[src/rtl/seq_divider4b_pkg.sv]
// seq_divider4b_pkg: shared FSM state type and step-counter sizing for the sequential divider.
package seq_divider4b_pkg;

    typedef enum logic [1:0] {IDLE, RUN, DONE} state_e;

    function automatic int cnt_width(input int w);
        return $clog2(w + 1);
    endfunction

    localparam int DEF_WIDTH = 4;
    localparam int CNT_W     = cnt_width(DEF_WIDTH);

endpackage

[src/rtl/seq_divider4b_addsub_nb.sv]
// addsub_nb: N-bit ripple add/subtract built from full-adder cells; sub_i=1 gives a - b.
module addsub_nb #(
    parameter int N = 5
) (
    input  logic [N-1:0] a_i,
    input  logic [N-1:0] b_i,
    input  logic         sub_i,
    output logic [N-1:0] sum_o
);
    logic [N-1:0] bx;
    logic [N-1:0] c;

    assign bx   = b_i ^ {N{sub_i}};
    assign c[0] = sub_i;

    for (genvar i = 0; i < N; i++) begin : g_fa
        assign sum_o[i] = a_i[i] ^ bx[i] ^ c[i];
        if (i < N - 1) begin : g_c
            assign c[i+1] = (a_i[i] & bx[i]) | (c[i] & (a_i[i] ^ bx[i]));
        end
    end

endmodule

[src/rtl/seq_divider4b.sv]
// seq_divider4b: restoring divider, one quotient bit per clock behind a start/done handshake.
module seq_divider4b
    import seq_divider4b_pkg::*;
#(
    parameter int WIDTH = 4
) (
    input  logic             clk,
    input  logic             rst,
    input  logic             start,
    input  logic [WIDTH-1:0] dividend,
    input  logic [WIDTH-1:0] divisor,
    output logic             busy,
    output logic             done,
    output logic [WIDTH-1:0] quotient,
    output logic [WIDTH-1:0] remainder,
    output logic             div_by_zero
);
    localparam int CW = cnt_width(WIDTH);

    state_e           state_q, state_d;
    logic [CW-1:0]    cnt_q, cnt_d;
    logic [WIDTH-1:0] r_q, r_d, q_q, q_d, dvs_q, dvs_d;
    logic [WIDTH-1:0] quo_q, rem_q;
    logic             dz_q, dz, load;
    logic [WIDTH:0]   r_sh, trial;

    assign r_sh = {r_q, q_q[WIDTH-1]};

    addsub_nb #(.N(WIDTH + 1)) u_sub (
        .a_i   (r_sh),
        .b_i   ({1'b0, dvs_q}),
        .sub_i (1'b1),
        .sum_o (trial)
    );

    always_comb begin
        state_d = state_q;
        cnt_d   = cnt_q;
        r_d     = r_q;
        q_d     = q_q;
        dvs_d   = dvs_q;
        case (state_q)
            IDLE: if (start) begin
                dvs_d   = divisor;
                q_d     = dividend;
                r_d     = '0;
                cnt_d   = '0;
                state_d = (divisor == '0) ? DONE : RUN;
            end
            RUN: begin
                // R' < 2*divisor, so a non-negative trial always fits back in WIDTH bits
                r_d     = trial[WIDTH] ? r_sh[WIDTH-1:0] : trial[WIDTH-1:0];
                q_d     = {q_q[WIDTH-2:0], ~trial[WIDTH]};
                cnt_d   = cnt_q + 1'b1;
                state_d = (cnt_q == CW'(WIDTH - 1)) ? DONE : RUN;
            end
            default: state_d = IDLE;
        endcase
    end

    assign load = (state_d == DONE) && (state_q != DONE);
    assign dz   = (dvs_d == '0);

    always_ff @(posedge clk) begin
        if (rst) begin
            state_q <= IDLE;
            cnt_q   <= '0;
            r_q     <= '0;
            q_q     <= '0;
            dvs_q   <= '0;
            quo_q   <= '0;
            rem_q   <= '0;
            dz_q    <= 1'b0;
        end else begin
            state_q <= state_d;
            cnt_q   <= cnt_d;
            r_q     <= r_d;
            q_q     <= q_d;
            dvs_q   <= dvs_d;
            if (load) begin
                quo_q <= dz ? '1 : q_d;
                rem_q <= dz ? q_d : r_d;
                dz_q  <= dz;
            end
        end
    end

    assign busy        = (state_q != IDLE);
    assign done        = (state_q == DONE);
    assign quotient    = quo_q;
    assign remainder   = rem_q;
    assign div_by_zero = dz_q;

endmodule

[config.mk]
export PLATFORM = sky130hd
export DESIGN_NAME = seq_divider4b
export DESIGN_NICKNAME = d
export VERILOG_FILES = /design/src/rtl/seq_divider4b_pkg.sv /design/src/rtl/seq_divider4b_addsub_nb.sv /design/src/rtl/seq_divider4b.sv
export SDC_FILE = /design/constraint.sdc
export NUM_CORES = 1
export LEC_CHECK = 0
export ABC_AREA = 0
export ABC_CLOCK_PERIOD_IN_PS = 2700
export CAP_MARGIN = 25
export CORE_ASPECT_RATIO = 0.75
export CORE_MARGIN = 5
export CORE_UTILIZATION = 47
export CTS_BUF_LIST = sky130_fd_sc_hd__clkbuf_16
export CTS_CLUSTER_SIZE = 20
export DETAILED_ROUTE_END_ITERATION = 12
export PLACE_DENSITY = 0.75
export SLEW_MARGIN = 0
export SYNTH_ARGS = -nofsm -noshare
export SYNTH_HDL_FRONTEND = slang
export SYNTH_SLANG_ARGS = --single-unit
[constraint.sdc]
create_clock -name clk -period 2.7 [get_ports clk]
set_input_delay 0.405 -clock clk [delete_from_list [all_inputs] [get_ports clk]]
set_output_delay 0.405 -clock clk [all_outputs]
set_load 0.1 [all_outputs]
* Word level (Yosys, flattened, before mapping)
Index checks and enable logic that the tools add are counted.
** Operators by class
- Eq/ne operators :: 6
- Muxes and demuxes :: 15
- Bitwise operators :: 23
- Reduce and logical (&&, ||, !) cells :: 7
- $add $sub $neg :: 1
** Operators by type and width (number)
- 4-bit 2-to-1 mux :: 7
- 4-bit case mux with 2 select lines :: 2
- 1-bit XOR :: 9
- 4-bit zero test :: 2
- 1-bit bitwise AND :: 7
- 2-bit 2-to-1 mux :: 3
- 3-bit case mux with 2 select lines :: 1
- 4-bit NOT with 5-bit output :: 1
- 2-bit equality test, second input constant :: 2
- 2-bit != test, second input constant :: 2
- 1-bit bitwise OR :: 4
- 2-bit case mux with 2 select lines :: 1
- 2-bit nonzero test :: 2
- 3-bit by 1-bit adder with 3-bit output, second input constant :: 1
- 3-bit by 2-bit equality test with 1-bit output, second input constant :: 1
- 3-bit 2-to-1 mux :: 1
- 2-bit by 1-bit equality test with 1-bit output, second input constant :: 1
- 2-bit zero test :: 1
- 1-bit NOT :: 2
- 2-bit AND reduction :: 1
- 1-bit logical AND :: 1
** Word-level totals
- Input bits :: 11
- Word-level logic and storage cells :: 60
- Bits in registers :: 26

* Depth between registers and ports, before layout
- Depth after elaboration :: 13
- Depth in mapped cells :: 11
- Depth with buffers taken out :: 11

* Cells and area by module
A second synthesis with hierarchy kept.
** Second synthesis, totals
- Cells, all modules :: 153
- Area total of the unflattened synthesis :: 1417.6 sq um
** By module, submodules not included
- seq_divider4b :: area each 1247.4 sq um, instances 1, cells an instance 136
- addsub_nb :: area each 170.2 sq um, instances 1, cells an instance 17

* Worst setup path before layout
No wires, ideal clock.
- Kind :: register -> register
- Start :: reg q_q[3]
- End :: reg rem_q[2], in the netlist remainder[2]
- Stages on the path, launching flop included :: 12
- Data arrival time :: 2.661 ns
- Required time :: 2.576 ns
- Library setup time :: 0.124 ns
- Buffers on the path :: 0
- Path slack :: -0.085 ns
- Cell sequence :: dfxtp_1 inv_1 ha_1 fa_1 inv_1 fa_1 inv_1 fa_1 xor2_1 mux2_2 a221oi_1 o21ai_1
** On the way
- Longest elaborated chain between the ends :: 12
- Elaborated cells between the ends (all ways) :: 14
** Ends and longest elaborated chain
- start, declared :: line seq_divider4b.sv:22 : logic [WIDTH-1:0] r_q, r_d, q_q, q_d, dvs_q, dvs_d;
- start signal, assigned :: line seq_divider4b.sv:78 : q_q <= q_d;
- 1-bit bitwise AND or 1-bit XOR (tied branches) :: line seq_divider4b_addsub_nb.sv:19 : assign c[i+1] = (a_i[i] & bx[i]) | (c[i] & (a_i[i] ^ bx[i]));
- 1-bit bitwise OR (*) :: line seq_divider4b_addsub_nb.sv:19
- 1-bit bitwise AND (*) :: line seq_divider4b_addsub_nb.sv:19
- 1-bit bitwise OR (*) :: line seq_divider4b_addsub_nb.sv:19
- 1-bit bitwise AND :: line seq_divider4b_addsub_nb.sv:19
- 1-bit bitwise OR :: line seq_divider4b_addsub_nb.sv:19
- 1-bit bitwise AND :: line seq_divider4b_addsub_nb.sv:19
- 1-bit bitwise OR :: line seq_divider4b_addsub_nb.sv:19
- 1-bit XOR :: line seq_divider4b_addsub_nb.sv:17 : assign sum_o[i] = a_i[i] ^ bx[i] ^ c[i];
- 4-bit 2-to-1 mux (*) :: line seq_divider4b.sv:52 : r_d = trial[WIDTH] ? r_sh[WIDTH-1:0] : trial[WIDTH-1:0];
- 4-bit case mux with 2 select lines (*) :: line seq_divider4b.sv:42 : case (state_q)
- 4-bit 2-to-1 mux (*) :: line seq_divider4b.sv:82 : rem_q <= dz ? q_d : r_d;
- end signal, assigned :: line seq_divider4b.sv:82
- end, declared :: line seq_divider4b.sv:23 : logic [WIDTH-1:0] quo_q, rem_q;
Every way passes the cells marked *; elsewhere a longest branch is shown, timed or not.
A chain may end at the register's enable or synchronous reset.

* Worst setup path after layout
Ends and elaborated chain as after synthesis.

==> impl_metrics.tcl <==
set metrics [dict create \
    finalMaxSlewViolations 0 \
    status "completed" \
    dp_hpwl_mm 2.42 \
    ys_seq_elements 26 \
    antenna_found_initial 0 \
    antenna_left 0 \
    cts_buffers 3 \
    grt_max_degree 24 \
    area_delta_synth_final_pct 26.0 \
    initial_utilization 0.497 \
    holdBufCountCts 0 \
    routed_wl_mm 3.33 \
    place_ws_ps -75.1 \
    wl_met3_um 240 \
    leakagePower_uw 0.000647 \
    hold_class "register to register" \
    grt_first_pass_wirelength_mm 5.44 \
    cp_max_fo 3 \
    seqPwrFrac 0.428 \
    setup_violations 0 \
    nets 185 \
    worstSetupPathType "register to register" \
    critPathRequiredTime_ps 2830 \
    arrival_ps 2740 \
    via_per_inst 5.69 \
    fin_crit_ps 2600 \
    cpPeakStageDelay_ps 420 \
    whs_ps 485 \
    highest-signal-layer "met4" \
    post-route-period-util 0.964 \
    clock-root-buffer "clkbuf_16" \
    grt_remaining_overflow 0 \
    ys_types 47 \
    vias 1156 \
    htreeDepth 1 \
    antenna_cells 0 \
    drcViolationCount 0 \
    gp_congestion 0.807 \
    ys.warnings.count 0 \
    post-cts-setup-buffer-count 0 \
    ys_seq_area_frac 0.396 \
    syn_area_um2 1310 \
    layout-drive-gt1-share 0.210 \
    ir_worst_vdd_mv 0.410 \
    cts_buffer_depth 2 \
    net-switching-power_uw 290 \
    clock.fmax_ghz 0.384 \
    syn_avg_cell_area_um2 9.19 \
    cts.sinks 26 \
    synthesis.nets 160 \
    fin_skew_ps 4.83 \
    die_w_um 71.1 \
    synth_top_flop_cell "dfxtp_1" \
    wl_per_cell_um 16.4 \
    slowest_stage "fa_2" \
    coreArea_um2 2640 \
    synth_edf_count 0 \
    setup_ws_ps 96.0 \
    power_frac_clock 0.331 \
    groute.usage.overall 0.173 \
    wl_met2_mm 1.54 \
    place.port_buffers 21 \
    ios 22 \
    die-area_um2 3960 \
    first_global_vias 1146 \
    clkTransAtPathRegs_ps 60 \
    rows 16 \
    firstDrtPassIters 4 \
    cts_tree "yes" \
    worstSkewPairLatency_ps 260 \
    powerDensity_nw_per_um2 597 \
    maxCapViolations 0 \
    drt-met1-wl_mm 1.51 \
    tightest_slew_ps 767 \
    fp.dieH_um 55.8 \
    cp_cell_sequence "inv_1 -> ha_2 -> fa_2 -> inv_2 -> fa_1 -> inv_1 -> fa_2 -> xor2_2 -> mux2_4 -> a221oi_2 -> o21ai_1" \
    drtIter0Drc 111 \
    p_int_uw 698 \
    rsz0062_at_grt "false" \
    combinationalPowerShare 0.241 \
    worst_setup_path_end_kind "register" \
    synthArstFlopShare 0 \
    relSlewSlack 0.488 \
    hold_viol 0 \
    swShare 0.293 \
    syn_inst 143 \
    critPathLaunchType "register" \
]
[sequential cells by signal (all words and copies together) (netlist names)]
| signal | count |
|---|---|
| state_q | 2 |
| q_q | 4 |
| dvs_q | 4 |
| div_by_zero | 1 |
| cnt_q | 3 |
| remainder | 4 |
| quotient | 4 |
| r_q | 4 |
[area by class of cell]
class	instances	area [um^2]
fill	224	987
multi-input combinational	101	752
clock buffer	3	75.1
sequential	26	522
clock inverter	1	3.75
inverter	10	37.5
timing repair buffer	26	220
tap	36	45.0
[power by group through the flow]
stage               Sequential, uW  Clock [uW]  Combinational [uW]
detailed placement             429           0                 219
CTS                            421         335                 225
global route                   424         352                 259
finish                         422         327                 238
floorplan                      439           0                 140
global placement               429           0                 212
[path summary, 6_finish.rpt]
kind                              start                        end  slack [ps]  cells after the start
setup / recovery      q_q[3]$_SDFF_PP0_  remainder[2]$_SDFFE_PP0P_         100                     11
hold / removal    cnt_q[2]$_SDFFE_PP0P_      cnt_q[2]$_SDFFE_PP0P_         490                      2
setup reg to reg      q_q[3]$_SDFF_PP0_  remainder[2]$_SDFFE_PP0P_         100                     11
hold reg to reg   cnt_q[2]$_SDFFE_PP0P_      cnt_q[2]$_SDFFE_PP0P_         490                      2
[logic make-up after synthesis]
kind of cell,count (synthesis),share of synthesized area
xor+xnor,2,0.0133
simple gates,53,0.208
flops,26,0.396
buf+inv,16,0.0562
mux,7,0.0581
compound gates,33,0.194
fa+ha+maj,6,0.0743
[timing repair]
item                                    4_1_cts  5_1_grt
endpoints found under the setup margin        2        4
gates cloned                                  0        0
gates resized for setup                       2        6
pin swaps                                     0        4
[worst max-delay path: cells and delay by family (launching register included)]
kind | cells | cell delay (ps)
AOI/OAI and AO/OA | 2 | 320
muxes | 1 | 340
buffers and inverters | 3 | 190
DFF | 1 | 340
xor gates and xnor gates | 1 | 190
adders and majority gates | 4 | 1110
[cell usage after synthesis, drive strengths merged, types with 4 or more instances]
| cell | instances | share of area |
|---|---|---|
| nor2 | 27 | 0.079 |
| dfxtp | 26 | 0.40 |
| inv | 10 | 0.029 |
| mux2i | 5 | 0.038 |
| nand2 | 5 | 0.014 |
| a21oi | 4 | 0.015 |
| a22oi | 4 | 0.027 |
| buf | 4 | 0.022 |
| nand3 | 4 | 0.015 |
[layout by cell type (no fill, tap or decap), drive strengths merged, types with 2 or more instances in the layout]
| cell type | synthesis | final |
|---|---|---|
| clkdlybuf4s50 | 0 | 10 |
| ha | 3 | 3 |
| a311oi | 2 | 2 |
| nand3 | 4 | 4 |
| nor2 | 27 | 27 |
| inv | 10 | 10 |
| a32o | 3 | 3 |
| nand2b | 2 | 2 |
| a21oi | 4 | 4 |
| nor2b | 2 | 2 |
| dfxtp | 26 | 26 |
| a31oi | 3 | 3 |
| buf | 4 | 16 |
| clkbuf | 2 | 3 |
| a221oi | 2 | 2 |
| o21ai | 3 | 3 |
| fa | 3 | 3 |
| nor3b | 2 | 2 |
| a211oi | 3 | 3 |
| o311ai | 2 | 2 |
| nor4 | 2 | 2 |
| a22oi | 4 | 4 |
| nand2 | 5 | 5 |
| mux2i | 5 | 5 |
| a22o | 3 | 3 |
| nor3 | 3 | 3 |
| mux2 | 2 | 2 |
[per-layer routing]
metal  track usage  vias to the layer above
met5             0                        -
met4        0.0590                        0
met3        0.0578                        4
met2         0.258                       46
met1         0.233                      542
li1              -                      564
[through the flow]
step                area (um^2)  utilization  total power (uW)  setup TNS (ps)  std cells
finish                     1660        0.626               988               0        203
global route               1660        0.626              1040               0        203
CTS                        1640        0.620               981               0        203
detailed placement         1550        0.587               648           -75.1        199
global placement           1550        0.587               641               0        199
floorplan                  1320            -               580               0        143
No activity file was read; power rests on OpenSTA's default activity.
